<file path="src/rtl/mac_param.sv">
// Two-stage pipelined multiply-accumulate over groups of ACC_LEN operand pairs, with early flush.
// Define MAC_SIGNED_EN for two's-complement operands and result; otherwise everything is unsigned.
module mac_param #(
  parameter int unsigned DATA_W  = 4,
  parameter int unsigned ACC_LEN = 4,
  localparam int unsigned ACC_W  = 2 * DATA_W + $clog2(ACC_LEN)
) (
  input  logic              clk,
  input  logic              rst_n,
  input  logic              in_valid,
  input  logic [DATA_W-1:0] in1_IFM,
  input  logic [DATA_W-1:0] in2_IFM,
  input  logic              flush,
  output logic [ACC_W-1:0]  out,
  output logic              out_valid,
  output logic              busy
);

  localparam int unsigned CntW  = $clog2(ACC_LEN);
  localparam int unsigned ProdW = 2 * DATA_W;
  localparam int unsigned ExtW  = ACC_W - ProdW;

  logic [ProdW-1:0] mult;
  logic [ACC_W-1:0] prod_ext;

`ifdef MAC_SIGNED_EN
  // Low ProdW bits of the sign-extended product are exact in two's complement.
  assign mult = $signed({{DATA_W{in1_IFM[DATA_W-1]}}, in1_IFM})
              * $signed({{DATA_W{in2_IFM[DATA_W-1]}}, in2_IFM});
  assign prod_ext = {{ExtW{mult[ProdW-1]}}, mult};
`else
  assign mult     = {{DATA_W{1'b0}}, in1_IFM} * {{DATA_W{1'b0}}, in2_IFM};
  assign prod_ext = {{ExtW{1'b0}}, mult};
`endif

  logic [CntW-1:0]  count_q, count_d;
  logic             s1_valid_q, s1_valid_d;
  logic             s1_first_q, s1_first_d;
  logic             s1_last_q, s1_last_d;
  logic [ACC_W-1:0] s1_prod_q, s1_prod_d;
  logic [ACC_W-1:0] acc_q, acc_d;
  logic             s2_last_q, s2_last_d;
  logic [ACC_W-1:0] out_q, out_d;
  logic             out_valid_q, out_valid_d;

  logic group_open;
  logic take;
  logic count_full;

  assign group_open = (count_q != '0);
  assign count_full = (count_q == CntW'(ACC_LEN - 1));
  // A flush with no sample closes an open group by injecting a zero product.
  assign take       = in_valid || (flush && group_open);

  // Stage 1: sample operands, tag first/last of group.
  always_comb begin
    count_d    = count_q;
    s1_valid_d = take;
    s1_first_d = !group_open;
    s1_last_d  = flush || count_full;
    s1_prod_d  = in_valid ? prod_ext : '0;
    if (take) begin
      count_d = s1_last_d ? '0 : count_q + CntW'(1);
    end
  end

  // Stage 2: accumulate; output register publishes the completed sum.
  always_comb begin
    acc_d       = acc_q;
    s2_last_d   = s1_valid_q && s1_last_q;
    out_d       = out_q;
    out_valid_d = s2_last_q;
    if (s1_valid_q) begin
      acc_d = s1_first_q ? s1_prod_q : acc_q + s1_prod_q;
    end
    if (s2_last_q) begin
      out_d = acc_q;
    end
  end

  always_ff @(posedge clk or negedge rst_n) begin
    if (!rst_n) begin
      count_q     <= '0;
      s1_valid_q  <= 1'b0;
      s1_first_q  <= 1'b0;
      s1_last_q   <= 1'b0;
      s1_prod_q   <= '0;
      acc_q       <= '0;
      s2_last_q   <= 1'b0;
      out_q       <= '0;
      out_valid_q <= 1'b0;
    end else begin
      count_q     <= count_d;
      s1_valid_q  <= s1_valid_d;
      s1_first_q  <= s1_first_d;
      s1_last_q   <= s1_last_d;
      s1_prod_q   <= s1_prod_d;
      acc_q       <= acc_d;
      s2_last_q   <= s2_last_d;
      out_q       <= out_d;
      out_valid_q <= out_valid_d;
    end
  end

  assign out       = out_q;
  assign out_valid = out_valid_q;
  assign busy      = group_open || s1_valid_q;

endmodule
</file>
<file path="config.mk">
export PLATFORM = sky130hd
export DESIGN_NAME = mac_param
export DESIGN_NICKNAME = d
export VERILOG_FILES = /design/src/rtl/mac_param.sv
export SDC_FILE = /design/constraint.sdc
export NUM_CORES = 1
export LEC_CHECK = 0
export BUFFER_PORTS_ARGS = -buffer_cell sky130_fd_sc_hd__buf_4
export CAP_MARGIN = 20
export CORE_UTILIZATION = 35
export DETAILED_ROUTE_END_ITERATION = 10
export SYNTH_ARGS = -nofsm -noshare
export SYNTH_HDL_FRONTEND = slang
export SYNTH_SLANG_ARGS = --single-unit
</file>
<file path="constraint.sdc">
create_clock -name clk -period 3 [get_ports clk]
set_clock_uncertainty 0.15 [all_clocks]
set_input_delay 0.15 -clock clk [delete_from_list [all_inputs] [get_ports clk]]
set_output_delay 0.15 -clock clk [all_outputs]
set_load 0.02 [all_outputs]
</file>
==> flow_summary.json, run 1 <==
{
  "ys_ff_latch": 35,
  "timing.rr.end": "acc_q[8]",
  "wire_per_inst_um": 11.49,
  "fin_tns_setup_ns": 0,
  "worst_pin_slew_ns": 0.7604,
  "viasPerCell": 4.893,
  "cts-resized-gates": 0,
  "track_usage_pct": 12.94,
  "crit_arrival_ns": 2.48,
  "cp-start-kind": "primary input",
  "power_leakage_nw": 1.249,
  "dieArea_mm2": 0.006613,
  "crit_fanout": 4,
  "worstRegToRegCells": 8,
  "dp_cells": 306,
  "die_width_um": 81.32,
  "post-route-drc-count": 0,
  "synthTopCellsByArea": "dfrtp_1 40%, ha_1 13%, mux2_2 5.1%",
  "rsz0062_at_grt": "false",
  "ctsHoldBuffers": 4,
  "vias": 1556,
  "hpwl_um": 2751,
  "fp.dieH_um": 81.32,
  "cts-root-buf": "clkbuf_8",
  "post_cts_buffers": 0,
  "min_path_cells": 2,
  "worst_slack_ns": 0.5585,
  "max_freq_mhz": 409.6,
  "drt.antenna.violating_nets": 0,
  "cp-end-kind": "flip-flop",
  "hold_viol_final": 0,
  "place_ws_ns": 0.2213,
  "cts_buffers": 5,
  "gp_congestion": 0.7209,
  "yosysWarningCount": 0,
  "synthCells": 215,
  "io_buffers": 23,
  "grt_max_degree": 36,
  "slew_headroom_pct": 49.31,
  "r2r_slack_ns": 0.73,
  "synth-seq-area-share_pct": 39.77,
  "drt_wl_total_um": 3653,
  "cp-startpoint": "in1_IFM[0]",
  "yosysMostFrequentCell": "dfrtp_1",
  "path_cells": "buf_4 > nand2_1 > fa_1 > inv_1 > fa_1 > inv_1 > fa_1 > inv_1 > a21o_1 > a21oi_1 > xnor2_1 > and2_1",
  "critical_path_class": "primary input to flip-flop",
  "start_util_pct": 36.76,
  "area_delta_synth_final_pct": 16.59,
  "drt_pass1_iterations": 4,
  "worstHoldEndpoint": "s1_prod_q[6]",
  "clk_pin_slew_worst_paths_ns": 0.07,
  "globalRouteOverflowTotal": 0,
  "synth.avg_cell_area_um2": 10.24,
  "drive_gt1_share_pct": 19.75,
  "required_ns": 3.03,
  "maxCapViolCount": 0,
  "hp-start": "in_valid",
  "min_path_type": "primary input to flip-flop",
  "yosysTopAreaCellShare_pct": 39.77,
  "synthTopCellsByCount": "35 x dfrtp_1, 22 x ha_1, 17 x and2_1, 17 x nor2_1, 15 x nand2_1",
  "htree_levels": 2,
  "slew_violations": 0,
  "coreArea_mm2": 0.005991,
  "yosysTopAreaCell": "dfrtp_1",
  "period_needed_ns": 2.441,
  "max_stage_delay_ns": 0.55,
  "io-pin-count": 24,
  "finalCritPeriodShare_pct": 81.38,
  "rows": 28,
  "crit_slowest_cell": "fa_1",
  "netlist_area_mm2": 0.002202,
  "finalNonFillerCells": 318,
  "grt_pass1_vias": 1527,
  "vdd_drop_max_v": 0.0003001,
  "powerDensity_mw_per_mm2": 746.5,
  "setup_viol_count_final": 0,
  "synthFlopType": "dfrtp_1",
  "synth.distinct_cells": 44,
  "grt_pass1_wl_um": 6513,
  "n_antenna_cell": 0,
  "outcome": "completed",
  "cts_sinks": 35,
  "cts_tree": "done",
  "drt_iter0_drc": 51,
  "grt_antenna_before_repair": 0,
  "synth_edf_count": 0,
  "synthesis.nets": 254,
  "clockBufferDepth": 2,
  "ys_async_sr_fraction_pct": 100.0,
  "final_nets": 281,
  "worstSkewPairLatency_ns": 0.29,
  "r2r-start": "acc_q[0]"
}
[worst max-delay path by stage]
stage	depth (start not counted)	to
after global routing	12	s1_prod_q[6]
after floorplan	11	s1_prod_q[6]
after CTS	12	s1_prod_q[6]
after detailed placement	12	s1_prod_q[6]
after global placement	12	s1_prod_q[6]
final	12	s1_prod_q[6]
[flip-flops by register name, indices dropped and copies added (netlist names), 2 cells and up]
name / flops
out: 10
count_q: 2
acc_q: 10
s1_prod_q: 8
[per-layer routing]
metal,global-route usage [%],vias up,wire length [um]
met3,3.483,5,156
met1,15.25,724,1758
met2,21.50,23,1666
met5,0,-,0
li1,-,804,-
met4,6.429,0,72
[cells by family after synthesis]
logic type               Yosys count  synth area share (%)
flip-flops                        35                 39.77
adder cells (fa/ha/maj)           27                 17.05
multiplexers                      12                 6.023
buffers and inverters             21                 3.579
XOR/XNOR                           2                0.7956
AND/OR/NAND/NOR                   78                 19.72
AO/OA/AOI/OAI                     40                 13.07
[layout by cell type, fill, tap and decap left out, types with 2 or more instances in the layout]
master | synthesis | routed
o311ai_0 | 2 | 2
a21oi_1 | 14 | 14
o21a_1 | 2 | 2
nor4b_1 | 2 | 2
nand2_1 | 15 | 15
dfrtp_1 | 35 | 35
mux2_2 | 10 | 10
and3_1 | 3 | 3
nor3b_1 | 3 | 3
a211oi_1 | 3 | 3
nand3_1 | 2 | 2
mux2i_1 | 2 | 2
fa_1 | 5 | 5
xnor2_1 | 2 | 2
nor2b_1 | 6 | 6
nor2_1 | 17 | 17
a31oi_1 | 2 | 2
o21ai_0 | 5 | 5
dlygate4sd3_1 | 0 | 4
and2_1 | 17 | 17
clkbuf_8 | 0 | 5
inv_1 | 14 | 14
or2_2 | 2 | 2
a21o_1 | 3 | 3
nand4b_1 | 2 | 2
buf_4 | 0 | 23
ha_1 | 22 | 22
[cell type report]
class                   instances  area [um2]
multi-input cells             159        1247
clock buffers                   6       72.57
fillers                       581        3423
repair buffers                 27       212.7
inverters                      14       52.55
clock inverters                 2       12.51
flip-flops and latches         35       875.8
well taps                      75       93.84
[report_power, final]
| part | leakage, nW | internal [mW] | switching (mW) |
|---|---|---|---|
| Sequential | 0.439 | 0.621 | 0.149 |
| Clock | 0.0412 | 0.162 | 0.165 |
| Combinational | 0.769 | 0.412 | 0.407 |
[worst max-delay path, delay by kind of cell]
kind                       cells  cell delay (ns)
buffers and inverters          4             0.28
xor gates and xnor gates       1             0.12
and+or+nand+nor                2             0.22
AOI/OAI and AO/OA              2             0.18
adders and majority gates      3             1.54
[stage by stage]
step | power [mW] | instance area [um2] | utilization (%) | hold WS (ns)
detailed placement | 1.607 | 2442 | 40.77 | -0.02420
finish | 1.917 | 2567 | 42.86 | 0.03115
floorplan | 1.368 | 2202 | - | -0.2956
CTS | 1.949 | 2567 | 42.86 | 0.03033
global route | 2.097 | 2567 | 42.86 | 0.04052
global placement | 1.588 | 2442 | 40.77 | -0.02283
No activity file was read; power rests on OpenSTA's default activity.
==> inputs of run 2 (changes only) <==
clock period = 2.39 ns   (was 3 ns; I/O delays follow)
==> run 2 against run 1 <==
  * Sequential cell count is the same
  * Cell count increased by 1.9%
  * Combinational power rose by 31%
  * Critical path depth decreased by 4
  * Routed wire length grew 3.9%
  * Via count increased by 1.2%
  * Global-route usage is 0.36 points higher
  * Hold slack worse by 0.027 ns
  * Clock-buffer cell count rose by 1
  * Critical endpoint is now acc_q[8]
  * Register-to-register slack worse by 0.60 ns
==> flow_summary.json, run 2 (synthesis gave the netlist of run 1 again) <==
{
  "viasPerCell": 4.858,
  "drt_wl_total_um": 3794,
  "hold_viol_final": 0,
  "fin_area_mm2": 0.002646,
  "worstSkewPairLatency_ns": 0.28,
  "dp_cells": 313,
  "wire_per_inst_um": 11.71,
  "r2r_slack_ns": 0.13,
  "fin_tns_setup_ns": 0,
  "required_ns": 2.40,
  "rows": 28,
  "hpwl_um": 2914,
  "crit_fanout": 3,
  "cts_buffers": 5,
  "drt_pass1_iterations": 4,
  "powerDensity_mw_per_mm2": 934.0,
  "cts-root-buf": "clkbuf_8",
  "dieArea_mm2": 0.006613,
  "fin_util_pct": 44.17,
  "crit_arrival_ns": 2.28,
  "cp-start-kind": "flip-flop",
  "grt_pass1_wl_um": 6782,
  "outcome": "completed",
  "vdd_drop_max_v": 0.0003767,
  "fp.dieH_um": 81.32,
  "finalNonFillerCells": 324,
  "cp-startpoint": "s1_prod_q[0]",
  "track_usage_pct": 13.29,
  "drive_gt1_share_pct": 24.50,
  "cts_tree": "done",
  "cts_sinks": 35,
  "r2r-start": "s1_prod_q[0]",
  "cp-end-kind": "flip-flop",
  "htree_levels": 2,
  "area_delta_synth_final_pct": 20.17,
  "layout_commonest_cell": "dfrtp_1",
  "die_width_um": 81.32,
  "setup_viol_count_final": 0,
  "worst_slack_ns": 0.1272,
  "io-pin-count": 24,
  "critPathCapture": "acc_q[8]",
  "grt_antenna_before_repair": 0,
  "place_ws_ns": -0.1922,
  "gp_congestion": 0.7424,
  "n_antenna_cell": 0,
  "clockBufferDepth": 2,
  "min_path_type": "primary input to flip-flop",
  "drt.antenna.violating_nets": 0,
  "globalRouteOverflowTotal": 0,
  "placedInstanceArea_mm2": 0.002497,
  "final_nets": 287,
  "clk_pin_slew_worst_paths_ns": 0.07,
  "slew_headroom_pct": 59.33,
  "power_leakage_nw": 1.287,
  "timing.rr.end": "acc_q[8]",
  "grt_max_degree": 36,
  "layout_common_cells": "35 x dfrtp_1, 30 x buf_4, 22 x ha_1",
  "finalCritPeriodShare_pct": 94.68,
  "vias": 1574,
  "critical_path_class": "flip-flop to flip-flop",
  "io_buffers": 23,
  "start_util_pct": 36.76,
  "coreArea_mm2": 0.005991,
  "maxCapViolCount": 0,
  "slew_violations": 0,
  "fillers": 572,
  "worst_pin_slew_ns": 0.6100,
  "post-route-drc-count": 0,
  "grt_pass1_vias": 1588,
  "max_freq_mhz": 441.9,
  "period_needed_ns": 2.263,
  "drt_iter0_drc": 40,
  "worstRegToRegCells": 8,
  "rsz0062_at_grt": "false"
}
## run 2: cell count changes in the layout (fill, tap and decap cells not counted), sizes merged
cell / previous run / this run
buf: 23 / 30
clkbuf: 6 / 7
clkinvlp: 1 / 0
dlygate4sd3: 4 / 3
## run 2: power breakdown
| group | switching, mW | internal, mW | leakage, nW | total [mW] |
|---|---|---|---|---|
| logic | 0.532 | 0.536 | 0.799 | 1.07 |
| clock network | 0.200 | 0.236 | 0.0484 | 0.435 |
| registers | 0.187 | 0.780 | 0.439 | 0.968 |
## run 2: stage by stage
| step | total power, mW | hold slack (ns) |
|---|---|---|
| floorplan | 1.717 | -0.3261 |
| global placement | 2.007 | -0.05584 |
| detailed placement | 2.039 | -0.04896 |
| CTS | 2.496 | 0.0009545 |
| global route | 2.687 | 0.006792 |
| finish | 2.472 | 0.004197 |
## run 2: repair_timing
| action | in CTS | in global routing |
|---|---|---|
| hold endpoints to repair | 39 | 0 |
| resized for setup | 0 | 5 |
| endpoints found under the setup margin | 0 | 2 |
| hold buffers | 3 | 0 |
| setup buffers | 0 | 0 |
## run 2: worst min path at each step
stage | from | endpoint | slack [ns] | cells past startpoint
floorplan | rst_n | acc_q[0] | -0.33 | 0
global placement | rst_n | out[1] | -0.06 | 1
detailed placement | rst_n | acc_q[3] | -0.05 | 1
CTS | in_valid | s1_prod_q[3] | 0.001 | 2
global route | in_valid | s1_prod_q[6] | 0.007 | 2
finish | in_valid | s1_prod_q[6] | 0.004 | 2
## run 2: worst max-delay path, stage by stage, from the launching register on
cell	delay, ns
dfrtp_1	0.38
ha_1	0.24
inv_1	0.08
fa_1	0.23
nor2b_4	0.06
o31a_4	0.30
o311ai_4	0.27
mux2i_1	0.11
a311o_1	0.32
## run 2: final cells by class
cell class              instances  area [um2]  share of cell area (%)
multi-input cells             159        1274                   48.13
flip-flops and latches         35       875.8                   33.10
clock inverters                 1       8.758                  0.3310
repair buffers                 33       255.2                   9.645
inverters                      14       52.55                   1.986
well taps                      75       93.84                   3.546
clock buffers                   7       86.33                   3.262
## run 2: routing by layer
layer / vias up / routed length [um] / GRT usage [%]
li1: 813 / - / -
met1: 732 / 1840 / 15.38
met2: 24 / 1762 / 23.42
met3: 5 / 137 / 3.708
met4: 0 / 53 / 4.286
met5: - / 0 / 0
==> inputs of run 3 (changes only) <==
SETUP_SLACK_MARGIN = 0.3   (was unset)
clock period = 2.56 ns   (was 2.39 ns; I/O delays follow)
==> run 3 against run 2 <==
  * Non-clock buffer count fell by 5
  * Setup slack improved by 0.22 ns
  * Hold slack improved by 0.019 ns
  * Critical path depth rose by 2
  * Sequential cell count did not move
  * Total power fell by 7.0%
  * Sequential share of layout area rose by 0.078 points
  * Die area did not move
  * Via count rose by 2.9%
  * Clock power fell by 13%
  * Routed wire length rose by 11%
  * Combinational power fell by 7%
  * Largest cell class unchanged
==> flow_summary.json, run 3 (synthesis gave the netlist of run 1 again) <==
{
  "outcome": "completed",
  "post-route-drc-count": 0,
  "worstSkewPairLatency_ns": 0.29,
  "htree_levels": 2,
  "grt_pass1_wl_um": 7107,
  "max_stage_delay_ns": 0.52,
  "cts_tree": "done",
  "p_int_mw": 1.417,
  "grt_antenna_before_repair": 0,
  "fp.dieH_um": 81.32,
  "area_delta_synth_final_pct": 19.89,
  "worst_hold_slack_ns": 0.02288,
  "drt_pass1_iterations": 4,
  "finalNonFillerCells": 319,
  "fillers": 575,
  "vias": 1620,
  "fin_util_pct": 44.07,
  "netSwitchingPower_uw": 882.2,
  "grt_pass1_vias": 1567,
  "path_cells": "buf_8 > nand2_8 > fa_1 > inv_1 > fa_1 > ha_1 > a21o_1 > a21oi_2 > nor2b_2 > a211o_1",
  "cts-root-buf": "clkbuf_8",
  "drt_iter0_drc": 78,
  "fin_tns_setup_ns": 0,
  "cp_num_buf_inv": 2,
  "setup_viol_count_final": 0,
  "place_ws_ns": 0.02584,
  "min_path_type": "primary input to flip-flop",
  "track_usage_pct": 14.56,
  "gp_congestion": 0.8295,
  "power_leakage_nw": 1.262,
  "finalCritPeriodShare_pct": 86.58,
  "required_ns": 2.58,
  "vdd_drop_max_v": 0.0003895,
  "clockBufferDepth": 2,
  "final_nets": 282,
  "drt_wl_total_um": 4228,
  "io_buffers": 23,
  "cts_buffers": 5,
  "drt.antenna.violating_nets": 0,
  "powerDensity_mw_per_mm2": 870.9,
  "die_width_um": 81.32,
  "period_needed_ns": 2.217,
  "cts_sinks": 35,
  "placedInstanceArea_mm2": 0.002469,
  "layout_common_cells": "35 x dfrtp_1, 22 x buf_4, 21 x ha_1",
  "n_antenna_cell": 0,
  "swShare_pct": 38.37,
  "cp-end-kind": "flip-flop",
  "hpwl_um": 3122,
  "crit_fanout": 4,
  "drive_gt1_share_pct": 25.00,
  "rows": 28,
  "cp_top_family": "adder cells",
  "maxCapViolCount": 0,
  "layout_commonest_cell": "dfrtp_1",
  "viasPerCell": 5.078,
  "dieArea_mm2": 0.006613,
  "slew_headroom_pct": 42.86,
  "critical_path_class": "primary input to flip-flop",
  "max_freq_mhz": 451.2,
  "worst_pin_slew_ns": 0.8571,
  "combPwrFrac_pct": 43.5,
  "clk_pin_slew_worst_paths_ns": 0.07,
  "fin_area_mm2": 0.002640,
  "slew_violations": 0,
  "globalRouteOverflowTotal": 0,
  "wire_per_inst_um": 13.25,
  "cpMostUsedCell": "fa_1",
  "crit_arrival_ns": 2.23,
  "hold_viol_final": 0,
  "rsz0062_at_grt": "true",
  "start_util_pct": 36.76,
  "io-pin-count": 24,
  "cp-start-kind": "primary input",
  "power_mw": 2.299,
  "pwr-share-seq_pct": 40.0,
  "dp_cells": 306,
  "coreArea_mm2": 0.005991,
  "crit_slowest_cell": "fa_1",
  "grt_max_degree": 36,
  "worst_slack_ns": 0.3435,
  "power.share.clock_pct": 16.5
}
==> run 3: final cells by class <==
type / count / area (um2) / area share, %
Tap cell: 75 / 93.84 / 3.555
Sequential cell: 35 / 875.8 / 33.18
Clock inverter: 1 / 5.005 / 0.1896
Multi-Input combinational cell: 159 / 1301 / 49.29
Clock buffer: 7 / 76.32 / 2.891
Timing Repair Buffer: 28 / 235.2 / 8.910
Inverter: 14 / 52.55 / 1.991
==> run 3: final timing paths <==
path                             from      endpoint  slack [ns]  cells after the start
max reg2reg                  acc_q[0]      acc_q[8]        0.39                      8
min reg2reg                 s1_last_q   out_valid_d        0.30                      1
max in group asynchronous       rst_n  s1_prod_q[2]        1.77                      2
max                        in2_IFM[1]  s1_prod_q[7]        0.34                     10
min                          in_valid  s1_prod_q[4]        0.02                      2
min in group asynchronous       rst_n        out[3]        0.19                      2
==> run 3: per-layer routing <==
| layer | routed length (um) | GRT usage [%] | up-vias | share of wire [%] |
|---|---|---|---|---|
| met3 | 101 | 3.371 | 7 | 2.4 |
| li1 | - | - | 809 | - |
| met1 | 2016 | 18.09 | 788 | 48 |
| met4 | 64 | 5.893 | 0 | 1.5 |
| met2 | 2045 | 24.17 | 16 | 48 |
| met5 | 0 | 0 | - | 0 |
==> run 3: power by group through the flow <==
| stage | Clock (mW) | Sequential [mW] | Combinational [mW] |
|---|---|---|---|
| global route | 0.421 | 0.955 | 1.13 |
| floorplan | 0 | 0.913 | 0.694 |
| finish | 0.380 | 0.919 | 1.00 |
| global placement | 0 | 0.925 | 0.955 |
| detailed placement | 0 | 0.930 | 0.978 |
| CTS | 0.395 | 0.920 | 0.988 |
==> run 3: repair_timing <==
item / in CTS / in global routing
hold buffers: 4 / 0
endpoints found under the hold margin: 39 / 0
buffers inserted: 0 / 1
setup endpoints to repair: 0 / 4
resized for setup: 0 / 13
